$ cat config.mk
export PLATFORM = sky130hd
export DESIGN_NAME = led_fader
export DESIGN_NICKNAME = d
export VERILOG_FILES = /design/src/rtl/led_fader_pkg.sv /design/src/rtl/led_fader_tick_gen.sv /design/src/rtl/led_fader.sv
export SDC_FILE = /design/constraint.sdc
export NUM_CORES = 1
export LEC_CHECK = 0
export CORE_AREA = 2 2 79 81
export CTS_CLUSTER_SIZE = 8
export DETAILED_ROUTE_END_ITERATION = 7
export DIE_AREA = 0 0 81 83
export DONT_BUFFER_PORTS = 1
export PLACE_DENSITY = 0.66
export SYNTH_ARGS = -nofsm -noshare
export SYNTH_HDL_FRONTEND = slang
export SYNTH_SLANG_ARGS = --single-unit
$ cat constraint.sdc
create_clock -name CLK -period 2.3 [get_ports CLK]
set_clock_uncertainty 0.05 [all_clocks]
set_input_delay 0.345 -clock CLK [delete_from_list [all_inputs] [get_ports CLK]]
set_output_delay 0.345 -clock CLK [all_outputs]
set_load 0.005 [all_outputs]
$ cat src/rtl/led_fader_pkg.sv
// Shared LED definitions: state encodings, the dimmer level width and
// saturating level arithmetic used by the fader and the dimmer stage.
package led_fader_pkg;

  localparam int LEVEL_W           = 12;
  localparam int DEFAULT_MAX_LEVEL = 4094;

  typedef logic [LEVEL_W-1:0] level_t;
  typedef logic [LEVEL_W:0]   wide_t;

  typedef enum logic [2:0] {
    ST_IDLE    = 3'd0,
    ST_RISE    = 3'd1,
    ST_HOLD_HI = 3'd2,
    ST_FALL    = 3'd3,
    ST_HOLD_LO = 3'd4
  } led_state_t;

  // Add with one spare bit so the sum cannot wrap before clamping to top.
  function automatic level_t sat_add(input level_t lvl, input wide_t inc, input wide_t top);
    wide_t sum;
    sum = wide_t'(lvl) + inc;
    if (sum >= top) return level_t'(top);
    return level_t'(sum);
  endfunction

  // Subtract, clamping at zero instead of wrapping.
  function automatic level_t sat_sub(input level_t lvl, input wide_t dec);
    wide_t diff;
    if (wide_t'(lvl) < dec) return '0;
    diff = wide_t'(lvl) - dec;
    return level_t'(diff);
  endfunction

endpackage

$ cat src/rtl/led_fader_tick_gen.sv
// Fade step prescaler: counts 0..DIV-1 while enabled, strobes on the last
// count and parks at zero while disabled.
module tick_gen #(
  parameter int DIV = 24414
) (
  input  logic CLK,
  input  logic RSTN,
  input  logic EN,
  output logic STB
);

  localparam int CW = (DIV > 1) ? $clog2(DIV) : 1;
  typedef logic [CW-1:0] cnt_t;
  localparam cnt_t LAST = cnt_t'(DIV - 1);

  cnt_t cnt;

  assign STB = EN && (cnt == LAST);

  // Free-running divider while enabled, held at zero otherwise.
  always_ff @(posedge CLK) begin
    if (!RSTN) begin
      cnt <= '0;
    end else if (!EN) begin
      cnt <= '0;
    end else if (cnt == LAST) begin
      cnt <= '0;
    end else begin
      cnt <= cnt + 1'b1;
    end
  end

endmodule

$ cat src/rtl/led_fader.sv
// LED fader: ramps the dimmer level up, holds, ramps down, holds, and
// repeats while the board switch is on.
module led_fader
  import led_fader_pkg::*;
#(
  parameter int STEP_DIV   = 24414,
  parameter int STEP       = 1,
  parameter int MAX_LEVEL  = DEFAULT_MAX_LEVEL,
  parameter int HOLD_STEPS = 512
) (
  input  logic               CLK,
  input  logic               RSTN,
  input  logic               SW,
  output logic [LEVEL_W-1:0] LEVEL,
  output logic               TICK,
  output logic [2:0]         STATE
);

  localparam int HW        = (HOLD_STEPS > 1) ? $clog2(HOLD_STEPS) : 1;
  localparam int HOLD_LAST = (HOLD_STEPS > 0) ? HOLD_STEPS - 1 : 0;
  typedef logic [HW-1:0] hold_t;

  localparam wide_t  STEP_W   = wide_t'(STEP);
  localparam wide_t  MAX_W    = wide_t'(MAX_LEVEL);
  localparam level_t MAX_L    = level_t'(MAX_LEVEL);
  localparam hold_t  HOLD_END = hold_t'(HOLD_LAST);

  logic       sw_m, sw_s;
  logic       stb;
  led_state_t state, state_n;
  level_t     level, level_n, next_lvl;
  hold_t      hold, hold_n;
  logic       tick, tick_n;

  tick_gen #(.DIV(STEP_DIV)) u_tick_gen (
    .CLK  (CLK),
    .RSTN (RSTN),
    .EN   (state != ST_IDLE),
    .STB  (stb)
  );

  // Two-flop synchronizer for the asynchronous board switch.
  always_ff @(posedge CLK) begin
    if (!RSTN) begin
      sw_m <= 1'b0;
      sw_s <= 1'b0;
    end else begin
      sw_m <= SW;
      sw_s <= sw_m;
    end
  end

  // Next-state, next-level and plateau counting for the fade cycle.
  always_comb begin
    state_n  = state;
    level_n  = level;
    hold_n   = hold;
    tick_n   = 1'b0;
    next_lvl = level;
    case (state)
      ST_IDLE: begin
        level_n = '0;
        hold_n  = '0;
        if (sw_s) state_n = ST_RISE;
      end
      ST_RISE: begin
        hold_n = '0;
        if (!sw_s) begin
          state_n = ST_FALL;
        end else if (stb) begin
          next_lvl = sat_add(level, STEP_W, MAX_W);
          level_n  = next_lvl;
          tick_n   = (next_lvl != level);
          if (next_lvl == MAX_L) state_n = ST_HOLD_HI;
        end
      end
      ST_HOLD_HI: begin
        if (!sw_s || HOLD_STEPS == 0) begin
          state_n = ST_FALL;
          hold_n  = '0;
        end else if (stb) begin
          if (hold == HOLD_END) begin
            state_n = ST_FALL;
            hold_n  = '0;
          end else begin
            hold_n = hold + 1'b1;
          end
        end
      end
      ST_FALL: begin
        hold_n = '0;
        if (stb) begin
          next_lvl = sat_sub(level, STEP_W);
          level_n  = next_lvl;
          tick_n   = (next_lvl != level);
          if (next_lvl == '0) state_n = sw_s ? ST_HOLD_LO : ST_IDLE;
        end
      end
      ST_HOLD_LO: begin
        if (HOLD_STEPS == 0) begin
          state_n = sw_s ? ST_RISE : ST_IDLE;
          hold_n  = '0;
        end else if (stb) begin
          if (hold == HOLD_END) begin
            state_n = sw_s ? ST_RISE : ST_IDLE;
            hold_n  = '0;
          end else begin
            hold_n = hold + 1'b1;
          end
        end
      end
      default: begin
        state_n = ST_IDLE;
        level_n = '0;
        hold_n  = '0;
      end
    endcase
  end

  // Registered FSM state and outputs.
  always_ff @(posedge CLK) begin
    if (!RSTN) begin
      state <= ST_IDLE;
      level <= '0;
      hold  <= '0;
      tick  <= 1'b0;
    end else begin
      state <= state_n;
      level <= level_n;
      hold  <= hold_n;
      tick  <= tick_n;
    end
  end

  assign LEVEL = level;
  assign TICK  = tick;
  assign STATE = state;

endmodule

# Word level (Yosys, flattened, before mapping)
# Index checks and enable logic that the tools add are counted.
# totals
reg_bits	42
output_inout_bits	16
elab_cells	86
# op_classes
n_addsub	4
order_cmp	2
eq_ne	20
n_mux	42
bitwise_logic	3
reduce_logical	8
# ops
operator	n
12-bit two-way mux	12
3-bit two-way mux	12
12-bit one-hot mux with 3 select lines	1
9-bit two-way mux	3
12-bit inequality test	2
9-bit one-hot mux with 2 select lines	1
15-bit by 1-bit adder with 15-bit output (second input constant)	1
15-bit equality test (second input constant)	1
3-bit one-hot mux with 5 select lines	1
2-bit inequality test (second input constant)	7
12-bit by 1-bit adder with 13-bit output (second input constant)	1
13-bit by 12-bit >= comparator with 1-bit output (second input constant)	1
12-bit equality test (second input constant)	1
12-bit zero test	1
12-bit by 1-bit less-than comparator with 1-bit output (second input constant)	1
3-bit inequality test (second input constant)	4
12-bit by 1-bit subtractor with 12-bit output (second input constant)	1
1-bit two-way mux	11
9-bit by 1-bit adder with 9-bit output (second input constant)	1
9-bit equality test (second input constant)	1
9-bit AND reduction	1
3-bit by 2-bit equality test with 1-bit output (second input constant)	2
4-bit AND reduction	1
3-bit by 1-bit equality test with 1-bit output (second input constant)	1
8 further kinds	10

# Depth between registers and ports, before layout
# depth
word_depth	15
mapped_depth	11
mapped_depth_nobuf	11

# By module
# A second synthesis with hierarchy kept.
# hier_totals
cells_unflattened	354
area_unflattened_um2	2795.2
# by_module_without_submodules
module	n_inst	cells_per_inst	area_per_inst_um2	seq_area_each_um2
led_fader	1	275	2079.5	540.5
tick_gen	1	79	715.7	300.3

# Worst setup path after synthesis
# Ideal clock, no wire load.
# synth_timing
path_kind	register to register
from	reg level[0] (netlist: LEVEL[0])
to	reg level[2] (netlist: LEVEL[2])
arrival_ps	2149
path_slack_ps	-19
stages_incl_launch_ff	11
path_buffers	2
period_less_slack_ps	2319
path_cell_list	dfxtp_1 > buf_6 > inv_1 > ha_1 > nor3b_2 > and3_1 > buf_4 > a21oi_2 > a221o_1 > a21oi_1 > nor3b_1
# synth_between
elab_chain_len	13
word_cells_on_any_way	22
classes_between	2 x add/sub; 2 x order compare; 18 x mux
# synth_lines
element	line	text
start, declared	led_fader.sv:31	level_t level, level_n, next_lvl;
start signal, assigned	led_fader.sv:129	level <= level_n;
12-bit by 1-bit adder with 13-bit output	led_fader_pkg.sv:22	sum = wide_t'(lvl) + inc;
13-bit by 12-bit >= comparator with 1-bit output	led_fader_pkg.sv:23	if (sum >= top) return level_t'(top);
1-bit two-way mux	led_fader_pkg.sv:23	
1-bit two-way mux	led_fader.sv:70	end else if (stb) begin
1-bit two-way mux	led_fader.sv:68	if (!sw_s) begin
1-bit two-way mux	led_fader.sv:60	case (state)
12-bit two-way mux	led_fader_pkg.sv:24	return level_t'(sum);
12-bit two-way mux	led_fader.sv:70	
12-bit two-way mux	led_fader.sv:68	
12-bit two-way mux	led_fader.sv:60	
12-bit two-way mux	led_fader.sv:70	
12-bit two-way mux	led_fader.sv:68	
12-bit one-hot mux with 3 select lines (*)	led_fader.sv:60	
# Every way passes the cells marked *; elsewhere a longest branch is shown, timed or not. The select of a mux whose other input is x is not followed.
# A chain may end at the register's enable or synchronous reset.

# Worst setup path in the final report
# layout_timing
from	reg level[6] (netlist: LEVEL[6])
to	reg state[0] (netlist: STATE[0])
# layout_between
elab_chain_len	13
word_cells_on_any_way	23
classes_between	2 x add/sub; 2 x order compare; 3 x eq/ne; 14 x mux; 2 x reduce/logical
# layout_lines
element	line	text
12-bit by 1-bit adder with 13-bit output	led_fader_pkg.sv:22	
13-bit by 12-bit >= comparator with 1-bit output	led_fader_pkg.sv:23	
1-bit two-way mux	led_fader_pkg.sv:23	
1-bit two-way mux	led_fader.sv:70	
1-bit two-way mux	led_fader.sv:68	
1-bit two-way mux	led_fader.sv:60	
12-bit two-way mux	led_fader_pkg.sv:24	
12-bit two-way mux	led_fader.sv:70	
12-bit two-way mux	led_fader.sv:68	
12-bit two-way mux	led_fader.sv:60	
12-bit equality test	led_fader.sv:74	if (next_lvl == MAX_L) state_n = ST_HOLD_HI;
3-bit inequality test (no line)	-	
9-bit AND reduction (no line) (*)	-	
end signal, assigned	led_fader.sv:128	state <= state_n;
end, declared	led_fader.sv:30	led_state_t state, state_n;
# Marks and branches as above.

==> summary.md <==
| Metric | Value |
|---|---|
| Crit-path max FO | 8 |
| Die H | around 83 um |
| Total chip power | between 0.003 and 0.004 W |
| Asr flop ratio synth | 0% |
| Vias in the first global route | ~2,600 |
| Worst min-delay path class | in2reg |
| CTS root buf | clkbuf_8 |
| N_diodes | 0 |
| Hold Fails Final Rpt | 0 |
| Hpwl dp | 5140 um |
| Top_reg_cell synth | dfxtp_1 |
| RSZ-0062 raised after global routing | no |
| Max Fclk | 0.465 GHz |
| Delay-heaviest family, CP | simple AND/OR/NAND/NOR gates |
| Hold slack | 0.106 ns |
| Residual DRC | 0 |
| CP peak stage delay | 0.53 ns |
| P_leak | 1.19 nW |
| Hold Path Stages | 1 |
| Final setup viols | 0 |
| HP Start | RSTN |
| Pwr dens | 945 nW/um2 |
| CP arrival | 2.35 ns |
| Num CTS Buffers | 5 |
| Largest net degree at the start of global routing | 28 |
| Most frequent cells in the layout | nor2_1, dfxtp_1, buf_4 |
| I/O Pins | 19 |
| # H-tree levels | 2 |
| Fin nets | 393 |
| VDD IR max | 0.000591 V |
| Post-synth EDFFs | 0 |
| Die X | 81 um |
| DIE AREA | 6720 um2 |
| Sequential share of the synthesized area | 29.4% |
| Fin crit share | ~94% |
| Crit Path Class | reg2reg |
| Initial Util | 49.1% |
| Clk slew on worst S/H paths | 0.09 ns |
| R2R Path End | STATE[0] |
| Worst setup SP type | flop |
| Grt total ovfl | 0 |
| Reg2reg start | LEVEL[6] |
| CTS Sinks | 42 |
| Area after DPL | 3100 um2 |
| Syn Area/Cell | 7.83 um2 |
| Gate Count Post-Synth | 365 |
| Layout area overhead | 13.1% |
| MaxCap Viol Count | 0 |
| Crit path cell chain | and4_1 -> nand3_1 -> nor3_2 -> o211ai_2 -> a211oi_2 -> mux2_4 -> nand2_1 |
| ANT nets after route | 0 |
| Skew-Pair Late Insertion Delay | 0.30 ns |
| Sink of the worst hold path | sw_m |
| R2r worst-path depth | 7 |
| Share of layout cells above drive strength 1 | 19.8% |
| Post-Synthesis Net Count | around 380 |
| Core area | ~5800 um2 |
| Worst-Margin Slew | 0.610 ns |
| Starting DRT DRC Count | 185 |
| PortBufs | 0 |
| Via/cell ratio | 5.90 |
| CP Data Required Time | 2.50 ns |
| Final Instance Area | 3230 um2 |
| Hold Buf Count CTS | 0 |
| Leading cell type in the layout, fill and taps excluded | nor2_1 |
| WL/cell | 15.3 um |
| Fin. max-slew vios | 0 |
| Relative slew slack | 59.2% |
| Drt total wl | 7040 um |
| Total track usage | between 20% and 30% |
| Num rows | 28 |
| Buf/Inv on CP | 0 |
| Initial antenna violation count | 0 |
| Synth warnings | 0 |
| Post-synthesis cell type count | 69 |
| Mapped Area | between 2000 and 3000 um2 |
| R2R Setup Slk | 0.15 ns |
| Filler Cell Count | 556 |
| DRT Pass-1 Iters | 4 |
| Tmin final | 2.15 ns |
| Vias | 2,709 |
| CTS tree | done |
| Post-synthesis register bit count | 42 |
| Placer congestion estimate | 0.962 |
| Setup TNS Final | 0 ns |
| First-pass GRT wire length | roughly 12,000 um |
| Worst setup EP type | flop |
| CP max-delay cell | dfxtp_1 |
| Clock Tree Buf Depth | 2 |
| Status | completed |
routing by layer:
metal	GRT usage (%)	share of wire, %	vias up
met5	0	0	-
met4	10.2	3.1	0
met3	4.57	5.9	22
met2	35.0	48	95
met1	28.2	43	1257
li1	-	-	1335
final cells by class:
| type | count | area (um2) | share of cell area (%) |
|---|---|---|---|
| inverters | 6 | 22.5 | 0.697 |
| multi-input cells | 289 | 1860 | 57.7 |
| flip-flops and latches | 42 | 846 | 26.2 |
| clock buffers | 6 | 82.6 | 2.56 |
| repair buffers | 39 | 305 | 9.45 |
| clock inverters | 2 | 16.3 | 0.503 |
| well taps | 75 | 93.8 | 2.90 |
flip-flops by register name, indices dropped and copies added, names as in the netlist:
| name | count |
|---|---|
| u_tick_gen.cnt | 15 |
| LEVEL | 12 |
| hold | 9 |
| STATE | 3 |
| TICK | 1 |
| sw_m | 1 |
| sw_s | 1 |
report_power, final:
group | internal, W | switching [W]
Combinational | 0.000704 | 0.000901
Clock | 0.000248 | 0.000288
Sequential | 0.000797 | 0.000115
Total | 0.00175 | 0.00130
cell families after synthesis:
logic type / share of synthesized area, %
fa+ha+maj: 3.07
xor+xnor: 7.05
simple gates: 32.1
flops: 29.4
mux: 2.50
compound gates: 19.8
buf+inv: 6.13
synth_stat cells (6+ instances only):
cell / number / area share (%)
clkbuf_1: 11 / 1.4
o21ai_0: 23 / 4.0
a21oi_1: 18 / 3.2
dfxtp_1: 42 / 29
o21ai_1: 9 / 1.6
nand2_1: 33 / 4.3
ha_1: 7 / 3.1
nand3_1: 19 / 3.3
xnor2_1: 9 / 2.8
and3_1: 6 / 1.3
mux2i_1: 6 / 2.1
buf_2: 8 / 1.4
nor3_1: 11 / 1.9
nand4_1: 7 / 1.5
inv_1: 6 / 0.79
a22oi_1: 6 / 1.6
nor2_1: 43 / 5.7
xor2_1: 14 / 4.3
worst max-delay path by stage:
| stage | from | end | slack, ns | cells past startpoint |
|---|---|---|---|---|
| floorplan | LEVEL[0] | LEVEL[2] | 0.04 | 10 |
| global placement | LEVEL[0] | LEVEL[3] | 0.19 | 8 |
| detailed placement | LEVEL[0] | STATE[0] | 0.11 | 8 |
| CTS | LEVEL[0] | STATE[0] | 0.1 | 8 |
| global route | hold[2] | STATE[0] | 0.02 | 11 |
| finish | LEVEL[6] | STATE[0] | 0.15 | 7 |
repair_timing:
action | in CTS | in global routing
endpoints found under the setup margin | 0 | 4
buffers inserted | 0 | 1
gates resized for setup | 0 | 10
stage by stage:
stage,utilization [%],setup WS (ns),instances
floorplan,-,0.0414,365
global placement,53.3,0.189,450
detailed placement,53.3,0.113,450
CTS,55.0,0.0957,458
global route,55.6,0.0188,459
finish,55.6,0.148,459
worst reg2reg max path: stages, from the launching register on:
cell and delay, ns:
dfxtp_1 0.53, and4_1 0.30, nand3_1 0.13, nor3_2 0.20, o211ai_2 0.14, a211oi_2 0.35
mux2_4 0.34, nand2_1 0.06
Note: power is estimated with default switching activity, not from simulation.
